==> src/rtl/mem_dump_pkg.sv <==
// mem_dump_pkg: shared state encoding and ASCII constants for the memory dump reader
package mem_dump_pkg;
  localparam logic [2:0] S_IDLE  = 3'd0;
  localparam logic [2:0] S_READ  = 3'd1;
  localparam logic [2:0] S_LATCH = 3'd2;
  localparam logic [2:0] S_EMIT  = 3'd3;
  localparam logic [2:0] S_DONE  = 3'd4;
  localparam logic [7:0] ASCII_0     = 8'h30;
  localparam logic [7:0] ASCII_A     = 8'h41;
  localparam logic [7:0] ASCII_SPACE = 8'h20;
  localparam int CHARS_PER_WORD = 8;
endpackage

==> src/rtl/hex_ascii.sv <==
// hex_ascii: combinational nibble to uppercase hex ASCII converter
module hex_ascii
  import mem_dump_pkg::*;
(
  input  logic [3:0] nib,
  output logic [7:0] asc
);
  assign asc = (nib < 4'd10) ? ASCII_0 + {4'd0, nib} : ASCII_A + {4'd0, nib} - 8'd10;
endmodule

==> src/rtl/mem_dump_reader.sv <==
// mem_dump_reader: dumps a window of data-memory words as hex ASCII into the display buffer
module mem_dump_reader
  import mem_dump_pkg::*;
#(
  parameter logic [7:0] BASE_ADDR = 8'd133,
  parameter int         N_WORDS   = 8
) (
  input  logic        sysclk,
  input  logic        cpu_resetn,
  input  logic        start,
  output logic [7:0]  mem_addr,
  input  logic [31:0] mem_rdata,
  output logic        disp_we,
  output logic [5:0]  disp_addr,
  output logic [7:0]  disp_data,
  output logic        busy,
  output logic        done
);
  logic [2:0]  state_q, state_d;
  logic [7:0]  mem_addr_q, mem_addr_d;
  logic [31:0] word_q, word_d;
  logic [2:0]  w_q, w_d, n_q, n_d;
  logic        disp_we_q, disp_we_d;
  logic [5:0]  disp_addr_q, disp_addr_d;
  logic [7:0]  disp_data_q, disp_data_d;
  logic        busy_q, busy_d, done_q, done_d;
  logic [4:0]  sh;
  logic [7:0]  asc;
  assign sh = 5'd28 - {n_q, 2'b00};
  hex_ascii u_hex (.nib(word_q[sh +: 4]), .asc(asc));
  always_comb begin
    state_d     = state_q;
    mem_addr_d  = mem_addr_q;
    word_d      = word_q;
    w_d         = w_q;
    n_d         = n_q;
    disp_we_d   = 1'b0;
    disp_addr_d = disp_addr_q;
    disp_data_d = disp_data_q;
    busy_d      = busy_q;
    done_d      = done_q;
    case (state_q)
      S_IDLE, S_DONE: if (start) begin
        state_d    = S_READ;
        mem_addr_d = BASE_ADDR;
        w_d        = '0;
        busy_d     = 1'b1;
        done_d     = 1'b0;
      end
      S_READ: state_d = S_LATCH;
      S_LATCH: begin
        word_d  = mem_rdata;
        n_d     = '0;
        state_d = S_EMIT;
      end
      S_EMIT: begin
        disp_we_d   = 1'b1;
        disp_addr_d = {w_q, n_q};
        disp_data_d = asc;
        n_d         = n_q + 3'd1;
        if (n_q == 3'(CHARS_PER_WORD - 1)) begin
          if (w_q != 3'(N_WORDS - 1)) begin
            w_d        = w_q + 3'd1;
            mem_addr_d = mem_addr_q + 8'd1;
            state_d    = S_READ;
          end else begin
            state_d = S_DONE;
            busy_d  = 1'b0;
            done_d  = 1'b1;
          end
        end
      end
      default: state_d = S_IDLE;
    endcase
  end
  always_ff @(posedge sysclk or negedge cpu_resetn) begin
    if (!cpu_resetn) begin
      state_q     <= S_IDLE;
      mem_addr_q  <= BASE_ADDR;
      word_q      <= '0;
      w_q         <= '0;
      n_q         <= '0;
      disp_we_q   <= 1'b0;
      disp_addr_q <= '0;
      disp_data_q <= ASCII_SPACE;
      busy_q      <= 1'b0;
      done_q      <= 1'b0;
    end else begin
      state_q     <= state_d;
      mem_addr_q  <= mem_addr_d;
      word_q      <= word_d;
      w_q         <= w_d;
      n_q         <= n_d;
      disp_we_q   <= disp_we_d;
      disp_addr_q <= disp_addr_d;
      disp_data_q <= disp_data_d;
      busy_q      <= busy_d;
      done_q      <= done_d;
    end
  end
  assign mem_addr  = mem_addr_q;
  assign disp_we   = disp_we_q;
  assign disp_addr = disp_addr_q;
  assign disp_data = disp_data_q;
  assign busy      = busy_q;
  assign done      = done_q;
endmodule

==> config.mk <==
export PLATFORM = sky130hd
export DESIGN_NAME = mem_dump_reader
export DESIGN_NICKNAME = d
export VERILOG_FILES = /design/src/rtl/mem_dump_pkg.sv /design/src/rtl/hex_ascii.sv /design/src/rtl/mem_dump_reader.sv
export SDC_FILE = /design/constraint.sdc
export NUM_CORES = 1
export LEC_CHECK = 0
export CORE_ASPECT_RATIO = 0.7
export CORE_MARGIN = 5
export CORE_UTILIZATION = 40
export CTS_BUF_LIST = sky130_fd_sc_hd__clkbuf_8
export CTS_CLUSTER_DIAMETER = 150
export DETAILED_ROUTE_END_ITERATION = 6
export PLACE_DENSITY = 0.67
export RECOVER_POWER = 25
export SYNTH_ARGS = -nofsm -noshare
export SYNTH_HDL_FRONTEND = slang
export SYNTH_SLANG_ARGS = --single-unit
==> constraint.sdc <==
create_clock -name sysclk -period 2.15 [get_ports sysclk]
set_input_delay 0.645 -clock sysclk [delete_from_list [all_inputs] [get_ports sysclk]]
set_output_delay 0.645 -clock sysclk [all_outputs]
set_load 0.03 [all_outputs]
Word level (Yosys, flattened, before mapping)
Cells that the tools add are included.
{"block": "op_classes", "n_eq_ne": 10, "shift": 1, "n_reduce_logical": 7, "n_addsub": 7, "n_mux": 23, "magnitude_cmp": 1}
{"operator": "two-way mux 8 bit", "n": 4}
{"operator": "variable part select 32 x 6 -> 4 bit", "n": 1}
{"operator": "two-way mux 3 bit", "n": 6}
{"operator": "one-hot mux 8 bit (2 select lines)", "n": 1}
{"operator": "one-hot mux 3 bit (2 select lines)", "n": 2}
{"operator": "one-hot mux 3 bit (4 select lines)", "n": 1}
{"operator": "adder 7 x 4 -> 8 bit, first input constant", "n": 1}
{"operator": "adder 8 x 1 -> 8 bit, second input constant", "n": 1}
{"operator": "inequality test 2 bit, second input constant", "n": 4}
{"operator": "AND reduction 4 bit", "n": 2}
{"operator": "subtractor 8 x 4 -> 8 bit, second input constant", "n": 1}
{"operator": "adder 6 x 4 -> 7 bit, first input constant", "n": 1}
{"operator": "two-way mux 1 bit", "n": 7}
{"operator": "adder 3 x 1 -> 3 bit, second input constant", "n": 2}
{"operator": "equality test 3 x 2 -> 1 bit, second input constant", "n": 2}
{"operator": "equality test 3 bit, second input constant", "n": 2}
{"operator": "subtractor 5 bit, first input constant", "n": 1}
{"operator": "< comparator 4 bit, second input constant", "n": 1}
{"operator": "one-hot mux 1 bit (2 select lines)", "n": 2}
{"operator": "nonzero test 2 bit", "n": 2}
{"operator": "equality test 3 x 1 -> 1 bit, second input constant", "n": 1}
{"operator": "zero test 3 bit", "n": 1}
{"operator": "inequality test 3 bit, second input constant", "n": 1}
{"operator": "AND reduction 2 bit", "n": 1}
{"operator": "OR reduction 2 bit", "n": 1}
{"block": "totals", "in_bits": 35, "register_bits": 66, "out_inout_bits": 25, "word_cells": 59}

Depth between registers and ports, before layout
Gate-level depths: netlist of run 1.
{"block": "logic_depth", "ltp_word": 5, "depth_mapped": 8, "mapped_depth_nobuf": 7}

Modules after synthesis
From an unflattened synthesis of run 1, not the netlist that was laid out.
{"block": "unflattened", "hier_cells": 227, "hier_area_um2": 3071.7}
{"module": "mem_dump_reader", "instances": 1, "seq_area_each_um2": 1656.6, "area_per_inst_um2": 2966.6, "cells_per_inst": 211}
{"module": "hex_ascii", "instances": 1, "seq_area_each_um2": 0.0, "area_per_inst_um2": 105.1, "cells_per_inst": 16}

Worst setup path before layout of run 1
Ideal clock, no wire load.
{"block": "synth_path", "kind": "register to register", "from": "register n_q[0]", "to": "register disp_data_q[2], in the netlist disp_data[2]", "t_arrival_ns": 2.270, "path_buffers": 1, "required_ns": 2.068, "stages_incl_launch_ff": 8, "setup_time_ns": 0.082, "path_slack_ns": -0.202, "period_less_slack_ns": 2.352, "path_cell_list": "dfrtp_1 > buf_6 > mux4_2 > mux2i_1 > ha_1 > inv_1 > or4b_1 > a31oi_1"}
{"block": "synth_between", "elab_chain_cells": 5, "word_cells_on_any_way": 7, "cone_classes": "add/sub (4); order compare (1); shift (1); mux (1)"}
{"item": "start, declared", "line_no": "mem_dump_reader.sv:22", "rtl": "logic [2:0] w_q, w_d, n_q, n_d;"}
{"item": "start signal, assigned", "line_no": "mem_dump_reader.sv:93", "rtl": "n_q <= n_d;"}
{"item": "subtractor 5 bit *", "line_no": "mem_dump_reader.sv:29", "rtl": "assign sh = 5'd28 - {n_q, 2'b00};"}
{"item": "variable part select 32 x 6 -> 4 bit *", "line_no": "mem_dump_reader.sv:30", "rtl": "hex_ascii u_hex (.nib(word_q[sh +: 4]), .asc(asc));"}
{"item": "adder 7 x 4 -> 8 bit", "line_no": "hex_ascii.sv:8", "rtl": "assign asc = (nib < 4'd10) ? ASCII_0 + {4'd0, nib} : ASCII_A + {4'd0, nib} - 8'd10;"}
{"item": "subtractor 8 x 4 -> 8 bit", "line_no": "hex_ascii.sv:8"}
{"item": "two-way mux 8 bit *", "line_no": "hex_ascii.sv:8"}
{"item": "end signal, assigned", "line_no": "mem_dump_reader.sv:96", "rtl": "disp_data_q <= disp_data_d;"}
{"item": "end, declared", "line_no": "mem_dump_reader.sv:25", "rtl": "logic [7:0] disp_data_q, disp_data_d;"}
Mark *: on every way between the ends. The rest lies on a longest branch, timed or not.
A chain may end at the register's enable or synchronous reset.

Final worst setup path of run 1
Ends and elaborated chain as after synthesis.

==> impl_metrics.toml, run 1 <==
[outcome]
outcome = "finished with violations"
violations = "capacitance limit, slew limit, setup timing"

[power]
ir_drop_mv = 0.685
power.density_nw_per_um2 = 1660
p_leak_nw = 1.69

[drt]
routed_via_density = 4.96
ant_nets = 0
drtIter0Drc = 40
post_drt_wl_per_cell_um = 14.8
drc = 0
drt-total-wl_um = 6090
dr.pass1.iters = 4
vias = 2042

[logic_synthesis]
synth_cell_type_count = 45
syn_area_um2 = 2970
synth_ff_type = "dfrtp_1"
avgSynthCellArea_um2 = 12.6
ys_ff_latch = 65
synth_fp_nets = 277
synth_edf_count = 0
ys_seq_area_share_pct = 55.0
synthArstFlopShare_pct = 100
synthCells = 236
synth_warnings = 0

[grt]
grt_use_total_pct = 14.5
grt_max_degree = 66
gr-total-overflow = 0
grt_pass1_vias = 2090
met1_usage_pct = 19.7
use_met3_pct = 5.74
grt_pass1_wl_um = 10400
antenna_found_initial = 0
busiest_layer = "met2"
grt_util_met2_pct = 21.4

[finish]
syn_to_final_growth_pct = 32.0
stdcell_count = 412
final_cell_mix = "dfrtp_1, clkdlybuf4s50_1, nand2_1, mux2_2, buf_4"
nNetsFinal = 350
layout-drive-gt1-share_pct = 26.4
diodes = 0
final_common_cell = "dfrtp_1"

[timing]
rsz0062_at_grt = "yes"
max_freq_ghz = 0.459
hold_viol = 0
slew_violations = 66
tightest_slew_ps = 1550
timing.final.ws_setup_ps = -29.9
max_slew_margin_pct = -3.42
fin_skew_ps = 7.13
period_needed_ps = 2180
final-setup-viol-count = 1
period_share_pct = 101

[critical_path]
cp.required_ps = 2420
critical_path.top_delay_family = "multiplexers"
endpoint_kind = "flop"
slowest_stage = "mux4_2"
critPathArrivalTime_ps = 2450
path_buf_inv = 2
crit_type = "reg -> reg"
worstPathCellList = "mux4_2 -> mux2_4 -> inv_4 -> ha_4 -> inv_2 -> or4b_1 -> a31oi_1"
start_kind = "flop"
crit_path_max_fanout = 7
max_stage_delay_ps = 520

[floorplan]
start_util_pct = 40.9
die_y_um = 82.1
core-area_um2 = 7250
rows = 26
fp.dieW_um = 113
io_pins = 60
die-area_um2 = 9270

[cts]
postCtsSetupBuffers = 0
cts_max_level = 3
clock_latency_ps = 340
holdBufCountCts = 0
cts.sinks = 65
numCtsBuffers = 9
cts_tree = "done"
cts.path.max_buffers = 2
clk_pin_slew_ps = 70
clockRootBuffer = "clkbuf_8"

[place]
gp_congestion = 0.766
pre_cts_ws_ps = -129
placed_cells = 396
place_hpwl_um = 4450
portBuffers = 58

[job]
drv_cap = 1

[min_path]
hold_path_class = "reg -> reg"
cells in the mapped netlist (2+ instances only):
cell	n	area, um^2
mux2i_1	3	30.0
mux2_2	35	394
nand3_1	7	35.0
clkbuf_1	5	18.8
buf_2	4	20.0
or4_1	2	15.0
a31oi_1	2	12.5
inv_1	5	18.8
nand2_1	40	150
dfrtp_1	61	1530
nor2_1	10	37.5
o31ai_1	2	15.0
mux4_2	3	67.6
dfstp_2	4	105
o21ai_0	8	40.0
o21ai_1	3	15.0
xnor2_1	3	26.3
a21oi_1	3	15.0
mux4_1	5	131
ha_1	6	75.1
state kept, by name (all words and copies together) (netlist names):
register,cells
word_q,32
mem_addr,8
disp_data,7
disp_addr,6
n_q,3
state_q,3
w_q,3
busy,1
disp_we,1
done,1
worst register-to-register path, stage by stage (launching register included):
cell and delay, ps:
dfrtp_2 470, mux4_2 520, mux2_4 300, inv_4 60
ha_4 120, inv_2 30, or4b_1 460, a31oi_1 160
metal layers:
layer / vias up / part of all wire [%]
met5: - / 0
met4: 0 / 1.2
met3: 10 / 6.8
met2: 50 / 44
met1: 996 / 48
li1: 986 / -
power by group:
group          internal (mW)  switching [mW]  total (mW)
combinational           1.77            1.60        3.36
clock                  0.427           0.437       0.864
sequential              1.84           0.445        2.29
total                   4.04            2.48        6.52
final timing paths:
path,slack [ps],startpoint,cells after the start,end
worst min-delay path,480,disp_addr[5],2,disp_addr[5]
worst max-delay path,-30,n_q[0],7,disp_data[2]
worst min register to register,480,disp_addr[5],2,disp_addr[5]
worst max register to register,-30,n_q[0],7,disp_data[2]
min in group asynchronous,770,cpu_resetn,2,mem_addr[1]
max in group asynchronous,340,cpu_resetn,2,n_q[0]
per-stage QoR:
step / setup TNS (ps) / power [mW] / hold slack [ps] / util, % / instance area (um^2)
2_1_floorplan: -49.4 / 4.52 / 349 / - / 2990
3_3_place_gp: -64.6 / 5.58 / 461 / 51.9 / 3770
3_5_place_dp: -149 / 5.66 / 467 / 51.9 / 3770
4_1_cts: -50.2 / 6.54 / 324 / 54.1 / 3920
5_1_grt: -308 / 6.99 / 512 / 54.0 / 3920
6_report: -29.9 / 6.52 / 477 / 54.0 / 3920
final cells by class:
cell class	count	area (um^2)
multi-input cells	155	1280
well taps	98	123
clock buffers	10	138
repair buffers	73	696
clock inverters	6	23.8
fillers	637	3340
inverters	5	21.3
flip-flops and latches	65	1630
cell families after synthesis:
family	count (synthesis)	synth area share (%)
AO/OA/AOI/OAI	26	5.57
XOR/XNOR	4	1.18
adder cells (fa/ha/maj)	6	2.53
buffers and inverters	16	2.57
flip-flops	65	55.0
multiplexers	47	21.8
other	1	0.126
AND/OR/NAND/NOR	71	11.3
repair_timing:
action                     4_1_cts  5_1_grt
hold endpoints to repair         0        0
pin swaps                        0        1
gates resized for setup          6        4
setup endpoints to repair        6        5
Note: power is estimated with default switching activity, not from simulation.
==> run 2: changes to the inputs <==
--- a/config.mk
+++ b/config.mk
@@ -11,7 +11,7 @@
 export CTS_BUF_LIST = sky130_fd_sc_hd__clkbuf_8
 export CTS_CLUSTER_DIAMETER = 150
 export DETAILED_ROUTE_END_ITERATION = 6
-export PLACE_DENSITY = 0.67
+export PLACE_DENSITY = 0.73
 export RECOVER_POWER = 25
 export SYNTH_ARGS = -nofsm -noshare
 export SYNTH_HDL_FRONTEND = slang
==> impl_metrics.toml, run 2 (synthesized netlist as in run 1, its figures left out) <==
[outcome]
outcome = "finished with violations"
violations = "setup timing"

[place]
place_hpwl_um = 4660
portBuffers = 58
placed_cells = 399
gp_congestion = 0.837

[timing]
timing.final.ws_setup_ps = -43.1
rsz0062_at_grt = "yes"
max_freq_ghz = 0.456
period_share_pct = 102
hold_viol = 0
max_slew_margin_pct = 13.3
final-setup-viol-count = 1
period_needed_ps = 2190
slew_violations = 0
fin_skew_ps = 10.1
holdWs_ps = 469
tightest_slew_ps = 1300
finalSetupTns_ps = -43.1

[drt]
drt-total-wl_um = 6290
drc = 0
drtIter0Drc = 115
ant_nets = 0
routed_via_density = 4.94
dr.pass1.iters = 4
vias = 2057
post_drt_wl_per_cell_um = 15.1

[power]
ir_drop_mv = 0.750
p_comb_share_pct = 51.1
power.clock.fraction_pct = 15.4
pwr-share-seq_pct = 33.5
p_leak_nw = 1.73
finalPower_mw = 6.70
power.density_nw_per_um2 = 1680
sw_frac_of_total_pct = 36.9
p_int_mw = 4.23
p_sw_mw = 2.47

[critical_path]
slowest_stage = "mux4_2"
crit_path_max_fanout = 3
max_stage_delay_ps = 480
crit_type = "reg -> reg"
endpoint_kind = "flop"
start_kind = "flop"
critPathArrivalTime_ps = 2450
crit_top_cell = "inv_2"
cp.required_ps = 2400
worstPathCellList = "buf_6 -> mux4_2 -> mux2_4 -> inv_2 -> ha_4 -> inv_2 -> or4b_1 -> a31oi_1"

[finish]
diodes = 0
final_cell_mix = "dfrtp_1, clkdlybuf4s50_1, nand2_1, mux2_2, buf_4"
post-route-util_pct = 55.1
nNetsFinal = 354
final_common_cell = "dfrtp_1"
fill_cells = 643
layout-drive-gt1-share_pct = 27.7
stdcell_count = 416
syn_to_final_growth_pct = 34.8
largest_register_ffs = 32
largest_register = "word_q"

[grt]
antenna_found_initial = 0
gr-total-overflow = 0
grt_pass1_vias = 2119
grt_pass1_wl_um = 10600
grt_max_degree = 33
grt_use_total_pct = 14.7

[cts]
clk_pin_slew_ps = 70
cts_tree = "done"
cts.sinks = 65
holdBufCountCts = 0
numCtsBuffers = 9
cts_max_level = 3
cts.path.max_buffers = 2
clock_latency_ps = 340
clockRootBuffer = "clkbuf_8"

[job]
drv_cap = 0

[floorplan]
io_pins = 60
die_y_um = 82.1
die-area_um2 = 9270
rows = 26
start_util_pct = 40.9
fp.dieW_um = 113
core-area_um2 = 7250

[min_path]
hold_path_class = "reg -> reg"
run 2: layout make-up:
cell class | instances | area [um^2] | share of cell area, %
clock inverter | 5 | 47.5 | 1.19
tap | 98 | 123 | 3.07
sequential | 65 | 1630 | 40.8
clock buffer | 11 | 151 | 3.79
inverter | 5 | 18.8 | 0.469
multi-input combinational | 155 | 1280 | 32.1
timing repair buffer | 77 | 743 | 18.6
run 2: final timing paths:
path | to | cells past startpoint | slack, ps | startpoint
max in group asynchronous | word_q[14] | 2 | 440 | cpu_resetn
worst max register to register | disp_data[2] | 8 | -40 | n_q[0]
worst min-delay path | disp_data[5] | 2 | 470 | disp_data[5]
worst min register to register | disp_data[5] | 2 | 470 | disp_data[5]
worst max-delay path | disp_data[2] | 8 | -40 | n_q[0]
min in group asynchronous | state_q[1] | 1 | 580 | cpu_resetn
run 2: power groups by stage:
stage | Clock (mW) | Combinational, mW | Sequential (mW)
finish | 1.03 | 3.43 | 2.24
global route | 1.12 | 3.73 | 2.33
CTS | 1.06 | 3.44 | 2.25
detailed placement | 0 | 3.42 | 2.26
global placement | 0 | 3.35 | 2.25
floorplan | 0 | 2.05 | 2.47
run 2: routing by layer:
layer	GRT usage (%)	vias up	share of wire, %
met1	20.1	995	49
met3	4.93	8	5.4
li1	-	999	-
met5	0	-	0
met2	22.4	55	44
met4	4.68	0	1.1
run 2: metrics by stage:
stage	area, um^2	setup WS (ps)
after floorplan	2990	-49.4
after global placement	3800	14.9
after detailed placement	3800	-63.1
after CTS	4010	-55.7
after global routing	4000	-108
final	4000	-43.1
run 2: worst max-delay path: cells and delay by family (launching register included):
| kind | cells | cell delay [ps] |
|---|---|---|
| multiplexers | 2 | 770 |
| AND/OR/NAND/NOR | 1 | 470 |
| flip-flops | 1 | 370 |
| buffers and inverters | 3 | 210 |
| AO/OA/AOI/OAI | 1 | 180 |
| adder cells (fa/ha/maj) | 1 | 120 |
run 2: repair_timing:
action,4_1_cts,5_1_grt
resized for setup,6,4
hold endpoints to repair,0,0
buffers inserted,1,0
setup endpoints to repair,5,4
pin swaps,1,0
==> run 3: changes to the inputs <==
--- a/config.mk
+++ b/config.mk
@@ -5,6 +5,7 @@
 export SDC_FILE = /design/constraint.sdc
 export NUM_CORES = 1
 export LEC_CHECK = 0
+export CAP_MARGIN = 20
 export CORE_ASPECT_RATIO = 0.7
 export CORE_MARGIN = 5
 export CORE_UTILIZATION = 40
@@ -13,6 +14,7 @@
 export DETAILED_ROUTE_END_ITERATION = 6
 export PLACE_DENSITY = 0.73
 export RECOVER_POWER = 25
+export SKIP_LAST_GASP = 1
 export SYNTH_ARGS = -nofsm -noshare
 export SYNTH_HDL_FRONTEND = slang
 export SYNTH_SLANG_ARGS = --single-unit
==> impl_metrics.toml, run 3 (synthesized netlist as in run 1, its figures left out) <==
[outcome]
outcome = "finished with violations"
violations = "setup timing"

[cts]
clk_pin_slew_ps = 70
clock_latency_ps = 340
cts_max_level = 3
clockRootBuffer = "clkbuf_8"
cts.path.max_buffers = 2
numCtsBuffers = 9
cts.sinks = 65
holdBufCountCts = 0
cts_tree = "done"

[grt]
grt_max_degree = 33
gr-total-overflow = 0
grt_util_met2_pct = 22.4
antenna_found_initial = 0
busiest_layer = "met2"
use_met3_pct = 4.93
grt_pass1_vias = 2119
met1_usage_pct = 20.1
grt_use_total_pct = 14.7
grt_pass1_wl_um = 10600

[drt]
drtIter0Drc = 115
vias = 2053
drt-total-wl_um = 6280
dr.pass1.iters = 4
post_drt_wl_per_cell_um = 15.1
drc = 0
routed_via_density = 4.94
ant_nets = 0

[finish]
largest_register = "word_q"
final_cell_mix = "dfrtp_1, clkdlybuf4s50_1, nand2_1, mux2_2, buf_4"
nNetsFinal = 354
stdcell_count = 416
syn_to_final_growth_pct = 34.8
final_common_cell = "dfrtp_1"
fill_cells = 643
largest_register_ffs = 32
diodes = 0
stdcell_area_um2 = 4000
layout-drive-gt1-share_pct = 27.4

[place]
gp_congestion = 0.837
place_hpwl_um = 4660
place_area_um2 = 3800
placed_cells = 399
portBuffers = 58

[power]
p_leak_nw = 1.73
ir_drop_mv = 0.743
power.density_nw_per_um2 = 1670
power.clock.fraction_pct = 15.4
p_sw_mw = 2.47
p_int_mw = 4.22
pwr-share-seq_pct = 33.6
sw_frac_of_total_pct = 36.9
p_comb_share_pct = 51.0

[critical_path]
critical_path.top_delay_family = "multiplexers"
reg2reg_depth = 8
cp.required_ps = 2400
critPathArrivalTime_ps = 2440
r2r_setup_slack_ps = -40
crit_cells = 8
worstPathCellList = "buf_6 -> mux4_2 -> mux2_4 -> inv_2 -> ha_4 -> inv_1 -> or4b_1 -> a31oi_1"
max_stage_delay_ps = 480
slowest_stage = "mux4_2"
crit_type = "reg -> reg"
start_kind = "flop"
crit_path_max_fanout = 3
path_buf_inv = 3
endpoint_kind = "flop"

[timing]
fin_skew_ps = 9.97
period_share_pct = 102
rsz0062_at_grt = "yes"
tightest_slew_ps = 1300
period_needed_ps = 2190
final-setup-viol-count = 1
slew_violations = 0
holdWs_ps = 469
max_freq_ghz = 0.456
timing.final.ws_setup_ps = -41.0
finalSetupTns_ps = -41.0
max_slew_margin_pct = 13.4
hold_viol = 0

[floorplan]
io_pins = 60
die-area_um2 = 9270
rows = 26
core-area_um2 = 7250
die_y_um = 82.1
start_util_pct = 40.9
fp.dieW_um = 113

[min_path]
holdPathStages = 2
hold_path_class = "reg -> reg"

[job]
drv_cap = 0
## run 3: cell counts in the layout (fill, tap and decap cells not counted)
No cell type changed its count.
## run 3: power groups by stage
stage / clock network [mW] / logic, mW / registers (mW)
after floorplan: 0 / 2.05 / 2.47
after global placement: 0 / 3.35 / 2.25
after detailed placement: 0 / 3.42 / 2.26
after CTS: 1.06 / 3.44 / 2.25
after global routing: 1.12 / 3.72 / 2.33
final: 1.03 / 3.41 / 2.24
## run 3: through the flow
stage	total power, mW	setup WS [ps]	utilization, %
after floorplan	4.52	-49.4	-
after detailed placement	5.69	-63.1	52.4
after global routing	7.17	-108	55.1
final	6.69	-41.0	55.1
after global placement	5.60	14.9	52.4
after CTS	6.76	-55.7	55.2
## run 3: worst paths after layout
path,from,endpoint
worst max-delay path,n_q[0],disp_data[2]
worst min-delay path,disp_data[5],disp_data[5]
worst max register to register,n_q[0],disp_data[2]
worst min register to register,disp_data[5],disp_data[5]
max in group asynchronous,cpu_resetn,word_q[14]
min in group asynchronous,cpu_resetn,state_q[1]
## run 3: layout make-up
| cell class | count | area (um^2) | share of cell area (%) |
|---|---|---|---|
| Clock buffer | 11 | 151 | 3.79 |
| Tap cell | 98 | 123 | 3.07 |
| Clock inverter | 5 | 47.5 | 1.19 |
| Sequential cell | 65 | 1630 | 40.8 |
| Multi-Input combinational cell | 155 | 1280 | 32.1 |
| Inverter | 5 | 18.8 | 0.469 |
| Timing Repair Buffer | 77 | 743 | 18.6 |
## run 3: per-layer routing
layer | up-vias | wire, um
met5 | - | 0
met4 | 0 | 69
met3 | 8 | 354
met2 | 55 | 2780
met1 | 991 | 3070
li1 | 999 | -
## run 3: what timing repair did
action / in CTS / in global routing
endpoints found under the setup margin: 5 / 4
resized for setup: 6 / 3
buffers inserted: 1 / 0
pin swaps: 1 / 0
## run 3: worst register-to-register path, stage by stage (launching register included)
cell	delay, ps
dfrtp_1	370
buf_6	120
mux4_2	480
mux2_4	290
inv_2	70
ha_4	120
inv_1	30
or4b_1	460
a31oi_1	180
